## config.mk

```make
export PLATFORM = sky130hd
export DESIGN_NAME = hazard_unit_flat
export DESIGN_NICKNAME = d
export VERILOG_FILES = /design/src/rtl/hazard_unit_if.sv /design/src/rtl/hazard_unit.sv /design/src/flat_wrapper.sv
export SDC_FILE = /design/constraint.sdc
export NUM_CORES = 1
export LEC_CHECK = 0
export ABC_CLOCK_PERIOD_IN_PS = 2800
export CELL_PAD_IN_SITES_DETAIL_PLACEMENT = 1
export CELL_PAD_IN_SITES_GLOBAL_PLACEMENT = 1
export CORE_AREA = 10 10 69 71
export CTS_BUF_LIST = sky130_fd_sc_hd__clkbuf_4 sky130_fd_sc_hd__clkbuf_8 sky130_fd_sc_hd__clkbuf_16
export DETAILED_ROUTE_END_ITERATION = 7
export DIE_AREA = 0 0 79 81
export DONT_BUFFER_PORTS = 1
export GPL_ROUTABILITY_DRIVEN = 0
export GPL_TIMING_DRIVEN = 1
export PLACE_DENSITY = 0.85
export SLEW_MARGIN = 20
export SYNTH_ARGS = -nofsm -noshare
export SYNTH_HDL_FRONTEND = slang
export SYNTH_SLANG_ARGS = --single-unit
```

## constraint.sdc

```tcl
create_clock -name clk -period 2.8 [get_ports clk]
set_clock_uncertainty 0.15 [all_clocks]
set_input_delay 0.14 -clock clk [delete_from_list [all_inputs] [get_ports clk]]
set_output_delay 0.14 -clock clk [all_outputs]
set_load 0.01 [all_outputs]
```

## src/rtl/hazard_unit_if.sv

```systemverilog
// D-stage instruction descriptor and hazard-control bundle between the pipeline
// front end and the hazard unit.
interface hazard_unit_if #(
  parameter int CNT_W = 16
);
  logic             d_valid;
  logic [4:0]       d_rs;
  logic [4:0]       d_rt;
  logic             d_uses_rs;
  logic             d_uses_rt;
  logic             d_wr;
  logic [4:0]       d_dst;
  logic             d_load;
  logic             d_store;
  logic             redirect;

  logic             stall;
  logic             flush_fd;
  logic             flush_dx;
  logic             dx_fwdX_rs;
  logic             dx_fwdX_rt;
  logic             dx_fwdM_rs;
  logic             dx_fwdM_rt;
  logic             xm_fwdM_rt;
  logic [CNT_W-1:0] stall_count;

  modport master (
    output d_valid, d_rs, d_rt, d_uses_rs, d_uses_rt, d_wr, d_dst, d_load, d_store, redirect,
    input  stall, flush_fd, flush_dx, dx_fwdX_rs, dx_fwdX_rt, dx_fwdM_rs, dx_fwdM_rt,
           xm_fwdM_rt, stall_count
  );

  modport slave (
    input  d_valid, d_rs, d_rt, d_uses_rs, d_uses_rt, d_wr, d_dst, d_load, d_store, redirect,
    output stall, flush_fd, flush_dx, dx_fwdX_rs, dx_fwdX_rt, dx_fwdM_rs, dx_fwdM_rt,
           xm_fwdM_rt, stall_count
  );
endinterface

```

## src/rtl/hazard_unit.sv

```systemverilog
// Hazard detection and forwarding select for the 5-stage MIPS core, using a
// private shadow of the X (p1) and M (p2) stage destination registers.
module hazard_unit #(
  parameter int CNT_W = 16
) (
  input  logic         clk,
  input  logic         rst,
  hazard_unit_if.slave bus
);

  logic             vld_p1_q, vld_p1_d;
  logic             wr_p1_q, wr_p1_d;
  logic [4:0]       dst_p1_q, dst_p1_d;
  logic             load_p1_q, load_p1_d;
  logic             pend_p1_q, pend_p1_d;
  logic             vld_p2_q, vld_p2_d;
  logic             wr_p2_q, wr_p2_d;
  logic [4:0]       dst_p2_q, dst_p2_d;
  logic [CNT_W-1:0] cnt_q, cnt_d;

  logic hzx_rs, hzx_rt, hzm_rs, hzm_rt;
  logic lu, stall, flush_dx, defer_rt;

  function automatic logic [CNT_W-1:0] sat_inc(input logic [CNT_W-1:0] v);
    return (&v) ? v : v + {{(CNT_W-1){1'b0}}, 1'b1};
  endfunction

  function automatic logic reg_hit(input logic vld, input logic wr, input logic [4:0] dst,
                                   input logic uses, input logic [4:0] src);
    return bus.d_valid & uses & vld & wr & (dst != 5'd0) & (dst == src);
  endfunction

  always_comb begin
    hzx_rs   = reg_hit(vld_p1_q, wr_p1_q, dst_p1_q, bus.d_uses_rs, bus.d_rs);
    hzx_rt   = reg_hit(vld_p1_q, wr_p1_q, dst_p1_q, bus.d_uses_rt, bus.d_rt);
    hzm_rs   = reg_hit(vld_p2_q, wr_p2_q, dst_p2_q, bus.d_uses_rs, bus.d_rs);
    hzm_rt   = reg_hit(vld_p2_q, wr_p2_q, dst_p2_q, bus.d_uses_rt, bus.d_rt);
    // sw data (rt) is only consumed in M, so a load feeding it never stalls
    lu       = (hzx_rs & load_p1_q) | (hzx_rt & load_p1_q & ~bus.d_store);
    stall    = lu & ~bus.redirect;
    flush_dx = bus.redirect | stall;
    defer_rt = bus.d_store & hzx_rt & load_p1_q;
  end

  always_comb begin
    bus.stall       = stall;
    bus.flush_fd    = bus.redirect;
    bus.flush_dx    = flush_dx;
    bus.dx_fwdX_rs  = hzx_rs & ~load_p1_q & ~flush_dx;
    bus.dx_fwdX_rt  = hzx_rt & ~load_p1_q & ~flush_dx;
    bus.dx_fwdM_rs  = hzm_rs & ~hzx_rs & ~flush_dx;
    bus.dx_fwdM_rt  = hzm_rt & ~hzx_rt & ~flush_dx;
    bus.xm_fwdM_rt  = vld_p1_q & pend_p1_q & ~bus.redirect;
    bus.stall_count = cnt_q;
  end

  always_comb begin
    vld_p2_d  = vld_p1_q & ~bus.redirect;
    wr_p2_d   = wr_p1_q;
    dst_p2_d  = dst_p1_q;
    vld_p1_d  = bus.d_valid & ~bus.redirect & ~stall;
    wr_p1_d   = bus.d_wr;
    dst_p1_d  = bus.d_dst;
    load_p1_d = bus.d_load;
    pend_p1_d = defer_rt;
    cnt_d     = stall ? sat_inc(cnt_q) : cnt_q;
  end

  // ---- control state: slot valids and stall counter ----
  always_ff @(posedge clk or posedge rst) begin
    if (rst) begin
      vld_p1_q <= 1'b0;
      vld_p2_q <= 1'b0;
      cnt_q    <= '0;
    end else begin
      vld_p1_q <= vld_p1_d;
      vld_p2_q <= vld_p2_d;
      cnt_q    <= cnt_d;
    end
  end

  // ---- slot payload: qualified by the valids, so left unreset ----
  always_ff @(posedge clk) begin
    wr_p1_q   <= wr_p1_d;
    dst_p1_q  <= dst_p1_d;
    load_p1_q <= load_p1_d;
    pend_p1_q <= pend_p1_d;
    wr_p2_q   <= wr_p2_d;
    dst_p2_q  <= dst_p2_d;
  end

endmodule

```

## src/flat_wrapper.sv

```systemverilog
// flat-port wrapper written by rule: the top's interface ports become plain ports
module hazard_unit_flat 
#(
  parameter int CNT_W = 16
)
  (clk, rst, bus_d_valid, bus_d_rs, bus_d_rt, bus_d_uses_rs, bus_d_uses_rt, bus_d_wr, bus_d_dst, bus_d_load, bus_d_store, bus_redirect, bus_stall, bus_flush_fd, bus_flush_dx, bus_dx_fwdX_rs, bus_dx_fwdX_rt, bus_dx_fwdM_rs, bus_dx_fwdM_rt, bus_xm_fwdM_rt, bus_stall_count);
  hazard_unit_if #(.CNT_W(CNT_W)) bus_i ();
  input  logic clk;
  input  logic rst;
  input wire logic [$bits(bus_i.d_valid)-1:0] bus_d_valid;
  input wire logic [$bits(bus_i.d_rs)-1:0] bus_d_rs;
  input wire logic [$bits(bus_i.d_rt)-1:0] bus_d_rt;
  input wire logic [$bits(bus_i.d_uses_rs)-1:0] bus_d_uses_rs;
  input wire logic [$bits(bus_i.d_uses_rt)-1:0] bus_d_uses_rt;
  input wire logic [$bits(bus_i.d_wr)-1:0] bus_d_wr;
  input wire logic [$bits(bus_i.d_dst)-1:0] bus_d_dst;
  input wire logic [$bits(bus_i.d_load)-1:0] bus_d_load;
  input wire logic [$bits(bus_i.d_store)-1:0] bus_d_store;
  input wire logic [$bits(bus_i.redirect)-1:0] bus_redirect;
  output wire logic [$bits(bus_i.stall)-1:0] bus_stall;
  output wire logic [$bits(bus_i.flush_fd)-1:0] bus_flush_fd;
  output wire logic [$bits(bus_i.flush_dx)-1:0] bus_flush_dx;
  output wire logic [$bits(bus_i.dx_fwdX_rs)-1:0] bus_dx_fwdX_rs;
  output wire logic [$bits(bus_i.dx_fwdX_rt)-1:0] bus_dx_fwdX_rt;
  output wire logic [$bits(bus_i.dx_fwdM_rs)-1:0] bus_dx_fwdM_rs;
  output wire logic [$bits(bus_i.dx_fwdM_rt)-1:0] bus_dx_fwdM_rt;
  output wire logic [$bits(bus_i.xm_fwdM_rt)-1:0] bus_xm_fwdM_rt;
  output wire logic [$bits(bus_i.stall_count)-1:0] bus_stall_count;
  assign bus_i.d_valid = bus_d_valid;
  assign bus_i.d_rs = bus_d_rs;
  assign bus_i.d_rt = bus_d_rt;
  assign bus_i.d_uses_rs = bus_d_uses_rs;
  assign bus_i.d_uses_rt = bus_d_uses_rt;
  assign bus_i.d_wr = bus_d_wr;
  assign bus_i.d_dst = bus_d_dst;
  assign bus_i.d_load = bus_d_load;
  assign bus_i.d_store = bus_d_store;
  assign bus_i.redirect = bus_redirect;
  assign bus_stall = bus_i.stall;
  assign bus_flush_fd = bus_i.flush_fd;
  assign bus_flush_dx = bus_i.flush_dx;
  assign bus_dx_fwdX_rs = bus_i.dx_fwdX_rs;
  assign bus_dx_fwdX_rt = bus_i.dx_fwdX_rt;
  assign bus_dx_fwdM_rs = bus_i.dx_fwdM_rs;
  assign bus_dx_fwdM_rt = bus_i.dx_fwdM_rt;
  assign bus_xm_fwdM_rt = bus_i.xm_fwdM_rt;
  assign bus_stall_count = bus_i.stall_count;
  hazard_unit #(.CNT_W(CNT_W)) u_core (.clk(clk), .rst(rst), .bus(bus_i));
endmodule
```

## Word level (Yosys, flattened, before mapping)

Cells that the tools add are included.

- Memories kept: 0
- Bits in read-only memories: 0
- Register bits after elaboration: 32
- Output and inout port bits: 24
- RAM bits: 0
- Bits of input ports: 24
- Latch bits: 0
- Word-level logic and storage cells: 65

- Reductions and logical operators: 4
- Shift operators: 0
- $lt $le $gt $ge: 0
- Muxes and demuxes: 0
- Div/mod/pow operators: 0
- $add $sub $neg: 1
- Multipliers: 0
- Equal/unequal tests: 4
- Bitwise logic cells: 47

Operator list:

| operator | number |
|---|---|
| 1-bit bitwise AND | 37 |
| 5-bit == test | 4 |
| 16-bit by 1-bit adder with 16-bit output (second input constant) | 1 |
| 16-bit AND reduction | 1 |
| 5-bit nonzero test | 2 |
| 1-bit inverter | 8 |
| 1-bit bitwise OR | 2 |
| 2-bit AND reduction | 1 |

## Logic depth before layout (Yosys ltp)

- Depth in word-level cells: 12
- Depth in mapped cells: 8
- Gate-level depth less buffers: 7

## Least setup slack after synthesis

OpenSTA, ideal clock, no wires.

- Path type: reg-to-reg
- Start point: reg u_core.cnt_q[0] (netlist: u_core.bus.stall_count[0])
- End point: reg u_core.cnt_q[1] (netlist: u_core.bus.stall_count[1])
- Path slack: 0.816 ns
- Data arrival time: 1.709 ns
- Buffers on the path: 1
- Required time: 2.525 ns
- Library setup time: 0.125 ns
- Stages on the path, launching flop included: 9
- Clock period less this slack: 1.984 ns
- Cell sequence: dfrtp_1 -> ha_1 -> and3_1 -> clkbuf_1 -> nand2_1 -> nor2_1 -> a21boi_2 -> nand2_2 -> mux2_2

- Cells in the longest elaborated chain, start to end: 3
- Elaborated cells between the ends (all ways): 4
- Those cells by class: add/sub (1); bitwise (1); reduce/logical (2)

RTL lines:

| what | RTL line | RTL |
|---|---|---|
| start, declared | hazard_unit.sv:19 | `logic [CNT_W-1:0] cnt_q, cnt_d;` |
| start signal, assigned | hazard_unit.sv:78 | `cnt_q <= cnt_d;` |
| parallel branches: the longest is 3 deep, another holds 16-bit by 1-bit adder with 16-bit output | n/a |  |

Parallel ways; which one is timed is not known.
A chain may end at the register's enable or synchronous reset.

## Worst setup path after layout

- Start point: reg u_core.dst_p1_q[4]
- End point: reg u_core.vld_p1_q

- Cells in the longest elaborated chain, start to end: 9
- Elaborated cells between the ends (all ways): 14
- Those cells by class: eq/ne (2); bitwise (11); reduce/logical (1)

RTL lines:

| what | RTL line | RTL |
|---|---|---|
| start, declared | hazard_unit.sv:13 | `logic [4:0] dst_p1_q, dst_p1_d;` |
| start signal, assigned | hazard_unit.sv:85 | `dst_p1_q <= dst_p1_d;` |
| 5-bit nonzero test | hazard_unit.sv:30 | `return bus.d_valid & uses & vld & wr & (dst != 5'd0) & (dst == src);` |
| 1-bit bitwise AND (2 in series) | hazard_unit.sv:30 |  |
| 1-bit bitwise AND (2 in series) | hazard_unit.sv:39 | `lu = (hzx_rs & load_p1_q) \| (hzx_rt & load_p1_q & ~bus.d_store);` |
| 1-bit bitwise OR (*) | hazard_unit.sv:39 |  |
| 1-bit bitwise AND (*) | hazard_unit.sv:40 | `stall = lu & ~bus.redirect;` |
| 1-bit inverter (*) | hazard_unit.sv:61 | `vld_p1_d = bus.d_valid & ~bus.redirect & ~stall;` |
| 1-bit bitwise AND (*) | hazard_unit.sv:61 |  |
| net u_core.vld_p1_d | hazard_unit.sv:11 | `logic vld_p1_q, vld_p1_d;` |
| end signal, assigned | hazard_unit.sv:76 | `vld_p1_q <= vld_p1_d;` |
| end, declared | hazard_unit.sv:11 |  |

Mark *: on every way through the listed nets, which the timed path passes. The rest lies on a longest branch.

==> impl_metrics.py <==
metrics = {
    "setup_path": {
        "reg2regPathDepth": 7,
        "worstSetupStartpointType": "flop",
        "crit_path_end_kind": "flop",
        "worstPathCellList": "xor2_1, nor4_2, nand4_1, nand2_2, a31o_2, nor2_1, dlygate4sd3_1",
        "cp_max_fo": 10,
        "timing.rr.end": "u_core.vld_p1_q$_DFF_PP0_",
        "cp.depth": 7,
        "cp_num_buf_inv": 1,
        "r2r_start": "u_core.dst_p1_q[4]$_DFF_P_",
        "path_delay_family": "simple AND/OR/NAND/NOR gates",
        "critical_path_class": "flop to flop",
        "r2r_slack_ns": 0.27,
        "cpMaxStageDelayCell": "dlygate4sd3_1",
        "worstPathArrival_ns": 2.61,
        "cp.required_ns": 2.88,
        "cp_slowest_stage_delay_ns": 0.55,
    },
    "floorplanning": {
        "io_pins": 48,
        "die_h_um": 81,
        "initial_core_util_pct": 43.25,
        "die_x_um": 79,
        "dieArea_sq_um": 6399,
        "rows": 22,
        "core_area_sq_um": 3523,
    },
    "logic_synthesis": {
        "synth.distinct_cells": 35,
        "synthCells": 141,
        "async_reset_ff_share_pct": 56.25,
        "synth_area_sq_um": 1524,
        "synth_seq_cells": 32,
        "ys_warn_count": 0,
        "syn_nets": 166,
        "avgSynthCellArea_sq_um": 10.81,
        "ys_seq_area_share_pct": 47.95,
        "synth_edf_count": 0,
        "dominantRegCellSynth": "dfrtp_1",
    },
    "worst_hold_path": {
        "hold_end": "u_core.bus.stall_count[9]$_DFFE_PP0P_",
        "hold_start": "bus_d_store",
        "min_path_cells": 4,
        "hp-class": "input port to flop",
    },
    "final_layout": {
        "finalNetCount": 183,
        "diodes": 0,
        "layout-drive-gt1-share_pct": 12.58,
        "area_growth_pct": 17.00,
        "nFillCells": 417,
        "finalNonFillerCells": 207,
    },
    "placed_design": {
        "dp_slack_ns": 0.6856,
        "port_buffers": 0,
        "dp_cells": 187,
        "dp_hpwl_mm": 2.930,
    },
    "drt": {
        "drt_iter0_drc": 61,
        "dr.pass1.iters": 3,
        "antenna_left": 0,
        "wl_per_cell_um": 18.44,
        "drc": 0,
        "drt-vias-per-instance": 5.411,
        "wl_mm": 3.818,
        "dr_total_vias": 1120,
    },
    "timing": {
        "fin_crit_sh_pct": 90.19,
        "finalSetupViolCount": 0,
        "hold_ws_ns": 0.03504,
        "grt_setup_unrepaired": "no",
        "max_freq_mhz": 396.0,
        "setup_ws_ns": 0.2748,
        "layout_min_cycle_time_ns": 2.525,
        "finalMaxSlewViolations": 0,
        "tightestPinTransition_ns": 0.6879,
        "slew_headroom_pct": 54.09,
        "hold_viol": 0,
        "fin_setup_tns_ns": 0,
    },
    "clocking": {
        "clock_latency_ns": 0.34,
        "cts_tree": "built",
        "cts_buffers": 5,
        "postCtsSetupRepairBufs": 0,
        "path_clk_slew_ns": 0.11,
        "htree_num_levels": 2,
        "postCtsResizedCells": 0,
        "cts.sinks": 32,
        "clk_path_buf_depth": 2,
        "cts_root_buffer": "clkbuf_4",
    },
    "global_routing": {
        "grt_pass1_vias": 1235,
        "grt_pass1_wl_mm": 6.244,
        "gr-total-overflow": 0,
        "antenna_found_initial": 0,
        "grt_usage_pct": 12.46,
        "grt_max_degree": 19,
    },
    "pwr": {
        "powerDensity_nw_per_um2": 508.7,
        "p_leak_uw": 0.0007409,
        "p_total_uw": 907.0,
        "peakVddDrop_mv": 0.2995,
    },
    "status": {
        "outcome": "finished, final reports clean",
    },
    "job": {
        "cap_violations": 0,
    },
}
## layout by cell type, fill, tap and decap left out, types with 6 or more instances in the layout
cell type,synthesis,routed
dfxtp_1,14,14
nand2_1,10,10
dfrtp_1,18,18
nand4_1,10,10
dlygate4sd3_1,0,12
xnor2_1,25,25
nor2_1,6,6
nand3_1,7,7
xor2_1,10,10
and3_1,6,6
## how the worst max path moves through the flow
stage                                                        end                                   from
after CTS                              u_core.vld_p1_q$_DFF_PP0_             u_core.dst_p1_q[4]$_DFF_P_
after floorplan            u_core.bus.stall_count[1]$_DFFE_PP0P_  u_core.bus.stall_count[0]$_DFFE_PP0P_
after global routing                   u_core.vld_p1_q$_DFF_PP0_             u_core.dst_p1_q[4]$_DFF_P_
after detailed placement   u_core.bus.stall_count[1]$_DFFE_PP0P_  u_core.bus.stall_count[0]$_DFFE_PP0P_
final                                  u_core.vld_p1_q$_DFF_PP0_             u_core.dst_p1_q[4]$_DFF_P_
after global placement    u_core.bus.stall_count[14]$_DFFE_PP0P_             u_core.dst_p1_q[4]$_DFF_P_
## logic make-up (layout without fill, tap and decap cells)
family | after synthesis | after routing | share of synthesized area (%)
AO/OA/AOI/OAI | 8 | 8 | 5.830
XOR/XNOR | 35 | 35 | 20.11
adder cells (fa/ha/maj) | 1 | 1 | 0.8209
buffers and inverters | 6 | 24 | 1.724
flip-flops | 32 | 32 | 47.95
multiplexers | 1 | 1 | 0.7389
AND/OR/NAND/NOR | 58 | 58 | 22.82
## report_power, final
group	internal (uW)	total (uW)	switching [uW]
Sequential	471	485	14.0
Clock	201	363	161
Combinational	34.1	59.8	25.7
## metrics by stage
| stage | instance area, sq um | util (%) |
|---|---|---|
| after floorplan | 1524 | - |
| after global placement | 1573 | 44.64 |
| after detailed placement | 1573 | 44.64 |
| after CTS | 1783 | 50.60 |
| after global routing | 1783 | 50.60 |
| final | 1783 | 50.60 |
## Yosys cell counts (2+ instances only)
cell	count	area (sq um)
a311oi_1	2	17.52
and2_1	2	12.51
and3_1	6	37.54
dfrtp_1	18	450.4
dfxtp_1	14	280.3
inv_1	4	15.01
nand2_1	10	37.54
nand2_2	2	12.51
nand3_1	7	35.03
nand4_1	10	62.56
nor2_1	6	22.52
nor3_1	2	10.01
nor3b_1	2	15.01
o2111a_1	2	22.52
xnor2_1	25	219.0
xor2_1	10	87.58
## tightest hold or removal path: cells and delay by family
kind / cells / cell delay, ns
AOI/OAI and AO/OA: 1 / 0.09
xor gates and xnor gates: 1 / 0.06
and+or+nand+nor: 2 / 0.20
## routing by layer
layer	vias up	track usage [%]	wire, um
li1	534	-	-
met1	544	12.42	1543
met2	33	20.64	1860
met3	9	6.843	326
met4	0	6.631	89
met5	-	0	0
## flip-flops by register name, summed over array words and instances, names as in the netlist
register	cells
u_core.load_p1_q	1
u_core.dst_p2_q	5
u_core.vld_p2_q	1
u_core.dst_p1_q	5
u_core.wr_p1_q	1
u_core.vld_p1_q	1
u_core.wr_p2_q	1
u_core.bus.stall_count	16
u_core.pend_p1_q	1
## area by class of cell
type / instances / area [sq um] / share of cell area, %
multi-input cells: 103 / 767.0 / 43.02
flip-flops and latches: 32 / 730.7 / 40.98
repair buffers: 12 / 120.1 / 6.737
clock buffers: 8 / 90.09 / 5.053
well taps: 48 / 60.06 / 3.368
inverters: 4 / 15.01 / 0.8421
## what timing repair did
action / CTS / global route
hold endpoints to repair: 28 / 0
hold buffers: 12 / 0
endpoints found under the setup margin: 0 / 0
Power figures use the tool's default switching activity.
